File: config.mk
export PLATFORM = sky130hd
export DESIGN_NAME = operand_serializer
export DESIGN_NICKNAME = d
export VERILOG_FILES = /design/src/rtl/operand_serializer.sv
export SDC_FILE = /design/constraint.sdc
export NUM_CORES = 1
export LEC_CHECK = 0
export ABC_AREA = 1
export BUFFER_PORTS_ARGS = -buffer_cell sky130_fd_sc_hd__buf_4
export CORE_MARGIN = 2
export CORE_UTILIZATION = 57
export DETAILED_ROUTE_END_ITERATION = 10
export PLACE_DENSITY = 0.82
export SLEW_MARGIN = 20
export SYNTH_ARGS = -nofsm -noshare
export SYNTH_HDL_FRONTEND = slang
export SYNTH_SLANG_ARGS = --single-unit
File: constraint.sdc
create_clock -name clk -period 3.4 [get_ports clk]
set_clock_uncertainty 0.2 [all_clocks]
set_input_delay 0.51 -clock clk [delete_from_list [all_inputs] [get_ports clk]]
set_output_delay 0.51 -clock clk [all_outputs]
set_load 0.005 [all_outputs]
File: src/rtl/operand_serializer.sv
// operand_serializer
//   Accepts a pair of two's-complement operands and streams them LSB first,
//   one bit of each per cycle, to a downstream bit-serial adder.
//   Sequence per operand pair: IDLE -> CLEAR (one-cycle carry clear) ->
//   SHIFT (WIDTH+EXTEND bits, freezable by pause) -> DONE (one-cycle pulse).
//
// Ports
//   clk       rising-edge clock
//   reset     synchronous, active-high reset
//   in_valid  operand pair offered (sampled only in IDLE)
//   in_ready  high in IDLE only
//   op_a/op_b operands, WIDTH bits, two's complement
//   pause     freezes serialization while high (SHIFT only)
//   a/b       current serial bits of A and B, LSB first
//   enable    advance strobe for the downstream adder
//   clear     one-cycle pulse resetting the downstream carry
//   last      marks the final serial bit
//   done      one-cycle pulse after the final bit
module operand_serializer #(
  parameter int WIDTH  = 8,
  parameter int EXTEND = 1
) (
  input  logic             clk,
  input  logic             reset,
  input  logic             in_valid,
  output logic             in_ready,
  input  logic [WIDTH-1:0] op_a,
  input  logic [WIDTH-1:0] op_b,
  input  logic             pause,
  output logic             a,
  output logic             b,
  output logic             enable,
  output logic             clear,
  output logic             last,
  output logic             done
);

  localparam int              N        = WIDTH + EXTEND;
  localparam int              CW       = $clog2(WIDTH + 2);
  localparam logic [CW-1:0]   LAST_CNT = CW'(N - 1);

  typedef enum logic [1:0] {IDLE, CLEAR, SHIFT, DONE} state_t;

  state_t           state, state_nxt;
  logic [WIDTH-1:0] sr_a, sr_b, sr_a_nxt, sr_b_nxt;
  logic [CW-1:0]    cnt, cnt_nxt;
  logic             fill_a, fill_b;

  // Right shifts re-insert the MSB, so the top bit always holds the
  // operand's original sign for the optional extension bit.
  assign fill_a = (EXTEND != 0) ? sr_a[WIDTH-1] : 1'b0;
  assign fill_b = (EXTEND != 0) ? sr_b[WIDTH-1] : 1'b0;

  always_ff @(posedge clk) begin
    if (reset) begin
      state <= IDLE;
      cnt   <= '0;
      sr_a  <= '0;
      sr_b  <= '0;
    end else begin
      state <= state_nxt;
      cnt   <= cnt_nxt;
      sr_a  <= sr_a_nxt;
      sr_b  <= sr_b_nxt;
    end
  end

  always_comb begin
    state_nxt = state;
    cnt_nxt   = cnt;
    sr_a_nxt  = sr_a;
    sr_b_nxt  = sr_b;
    in_ready  = 1'b0;
    a         = 1'b0;
    b         = 1'b0;
    enable    = 1'b0;
    clear     = 1'b0;
    last      = 1'b0;
    done      = 1'b0;
    case (state)
      IDLE: begin
        in_ready = 1'b1;
        if (in_valid) begin
          sr_a_nxt  = op_a;
          sr_b_nxt  = op_b;
          cnt_nxt   = '0;
          state_nxt = CLEAR;
        end
      end
      CLEAR: begin
        clear     = 1'b1;
        state_nxt = SHIFT;
      end
      SHIFT: begin
        a = sr_a[0];
        b = sr_b[0];
        if (!pause) begin
          enable   = 1'b1;
          sr_a_nxt = {fill_a, sr_a[WIDTH-1:1]};
          sr_b_nxt = {fill_b, sr_b[WIDTH-1:1]};
          if (cnt == LAST_CNT) begin
            last      = 1'b1;
            cnt_nxt   = '0;
            state_nxt = DONE;
          end else begin
            cnt_nxt = cnt + 1'b1;
          end
        end
      end
      DONE: begin
        done      = 1'b1;
        state_nxt = IDLE;
      end
      default: state_nxt = IDLE;
    endcase
  end

endmodule
==> impl_metrics.json <==
{
  "grtUsageMet3": 0.0636,
  "drc": 0,
  "rsz0062_at_grt": "no",
  "holdBufCountCts": 0,
  "grt_max_degree": 22,
  "io_pins": 27,
  "drt_iter0_drc": 19,
  "clock_sinks": 22,
  "worst_pin_slew_ns": 0.698,
  "globalRouteOverflowTotal": 0,
  "cts_tree": "built",
  "r2r_cells": 8,
  "ant_nets": 0,
  "synth_seq_area_share": 0.363,
  "status": "finished, final reports clean",
  "timing.final.ws_setup_ns": 0.783,
  "worstSetupPathDepth": 5,
  "core.rowCount": 16,
  "slew_headroom": 0.535,
  "top_usage_layer": "met2",
  "core-area_um2": 1980,
  "drive_above_1_share": 0.183,
  "cp_data_arrival_time_ns": 1.91,
  "via_count": 1158,
  "final-hold-violation-count": 0,
  "routabilityCongestion": 0.840,
  "dp_worst_setup_slack_ns": 1.08,
  "antenna_cells": 0,
  "grt_pass1_wl_um": 4340,
  "p_leak_nw": 0.717,
  "grt_pass1_vias": 1080,
  "area_growth_syn_to_layout_pct": 17.6,
  "fp.dieW_um": 50.1,
  "numPortBuffers": 26,
  "gr-usage-met2": 0.408,
  "drt_pre_antenna_iters": 4,
  "post-route-min-period_ns": 2.62,
  "slowest_delay_ns": 0.62,
  "critical_path.cell_chain": "inv_1, ha_1, nand2_1, nor2_1, buf_4",
  "synthTopCellsByArea": "dfxtp_1 (36%), nand2_1 (26%), ha_1 (7.2%)",
  "cts_setup_buffers": 0,
  "yosysTopAreaCell": "dfxtp_1",
  "wl_per_cell_um": 10.7,
  "maxCapViolations": 0,
  "syn_area_per_cell_um2": 6.55,
  "yosysUniqueCellTypes": 18,
  "endpoint_kind": "output pin",
  "whs_path_depth": 2,
  "nFillCells": 175,
  "synthesis.nets": 212,
  "clock_latency_ns": 0.31,
  "dp_hpwl_um": 1860,
  "initial_utilization": 0.612,
  "ir_drop_mv": 0.533,
  "crit_path_start_kind": "flop",
  "p_per_area_nw_per_um2": 714,
  "path_delay_family": "adder cells",
  "worst-path-buf-inv": 2,
  "hold_path_class": "reg2reg",
  "finalMaxSlewViolations": 0,
  "grt_antenna_before_repair": 0,
  "max_freq_ghz": 0.382,
  "vias_per_cell": 4.93,
  "path_class": "reg2out",
  "period_share": 0.770,
  "final_nets": 236,
  "ys_ff_latch": 22,
  "synth_area_um2": 1210,
  "cts_made_buffers": 3,
  "drt-total-wl_um": 2510,
  "grt_use_met1": 0.263,
  "cts-root-buf": "clkbuf_4",
  "postCtsResizedCells": 0,
  "crit_required_ns": 2.69,
  "setup_violations": 0,
  "finalSetupTns_ns": 0,
  "synth_cells": 185,
  "die_height_um": 50.1,
  "cp_max_fo": 21,
  "grt_usage": 0.226,
  "clk_path_buf_depth": 2,
  "power.total_mw": 1.02,
  "ys_warn_count": 0,
  "fp.dieArea_um2": 2510,
  "yosys.area.top_type_share": 0.363,
  "cts_max_level": 1,
  "clkSlewWorstSetupHoldPaths_ns": 0.12,
  "slowest_stage": "ha_1"
}
[logic make-up after synthesis]
family / after synthesis / share of synthesized area
AOI/OAI and AO/OA: 22 / 0.0970
adders and majority gates: 7 / 0.0722
buffers and inverters: 24 / 0.0949
DFF: 22 / 0.363
and+or+nand+nor: 110 / 0.373
[layout by cell type, fill, tap and decap left out, drive strengths merged]
master and instances:
nor2 12, ha 7, nand3b 1, nand2 89
inv 17, a21oi 18, nand3 6, nand4 2
o21ai 4, clkbuf 4, buf 26, dfxtp 22
[final cells by class]
type / count / area (um^2) / area share
repair buffers: 26 / 195 / 0.137
flip-flops and latches: 22 / 440 / 0.309
clock buffers: 4 / 36.3 / 0.0254
multi-input cells: 139 / 657 / 0.461
well taps: 27 / 33.8 / 0.0237
inverters: 17 / 63.8 / 0.0447
[worst paths after layout]
kind | startpoint | to | slack, ns
max | state[0] | last | 0.78
min | sr_b[7] | sr_b[7] | 0.26
max reg2reg | state[0] | sr_a[2] | 1.05
min reg2reg | sr_b[7] | sr_b[7] | 0.26
[state kept, by name (all words and copies together), names as in the netlist]
name / flops
cnt: 4
sr_b: 8
sr_a: 8
state: 2
[through the flow]
step / area (um^2) / instances / util / hold WS, ns
2_1_floorplan: 1210 / 185 / - / 0.224
3_3_place_gp: 1390 / 231 / 0.701 / 0.239
3_5_place_dp: 1390 / 231 / 0.701 / 0.242
4_1_cts: 1430 / 235 / 0.720 / 0.260
5_1_grt: 1430 / 235 / 0.720 / 0.265
6_report: 1430 / 235 / 0.720 / 0.260
[power by group]
group	switching, mW	internal, mW
sequential	0.0485	0.340
combinational	0.313	0.171
clock	0.0814	0.0654
total	0.443	0.577
[per-layer routing]
metal,routed length (um),vias to the layer above
met5,0,-
met4,12,0
met3,129,2
met2,1220,27
met1,1150,513
li1,-,616
[cell usage after synthesis]
master / number
nand2_2: 3
nor2_1: 11
nand4_1: 2
nand3b_1: 1
o21ai_0: 4
clkbuf_1: 2
a21oi_1: 16
nand2_4: 1
buf_6: 3
inv_1: 16
buf_2: 2
inv_2: 1
nand2_1: 85
nor2_4: 1
a21oi_2: 2
dfxtp_1: 22
nand3_1: 6
ha_1: 7
[worst reg2reg max path: stages, from the launching register on]
cell,delay [ns]
dfxtp_1,0.37
inv_1,0.11
ha_1,0.62
inv_2,0.29
nand2_1,0.16
nand2_2,0.12
nand2_4,0.19
nand2_1,0.07
a21oi_1,0.16
No activity file was read; power rests on OpenSTA's default activity.
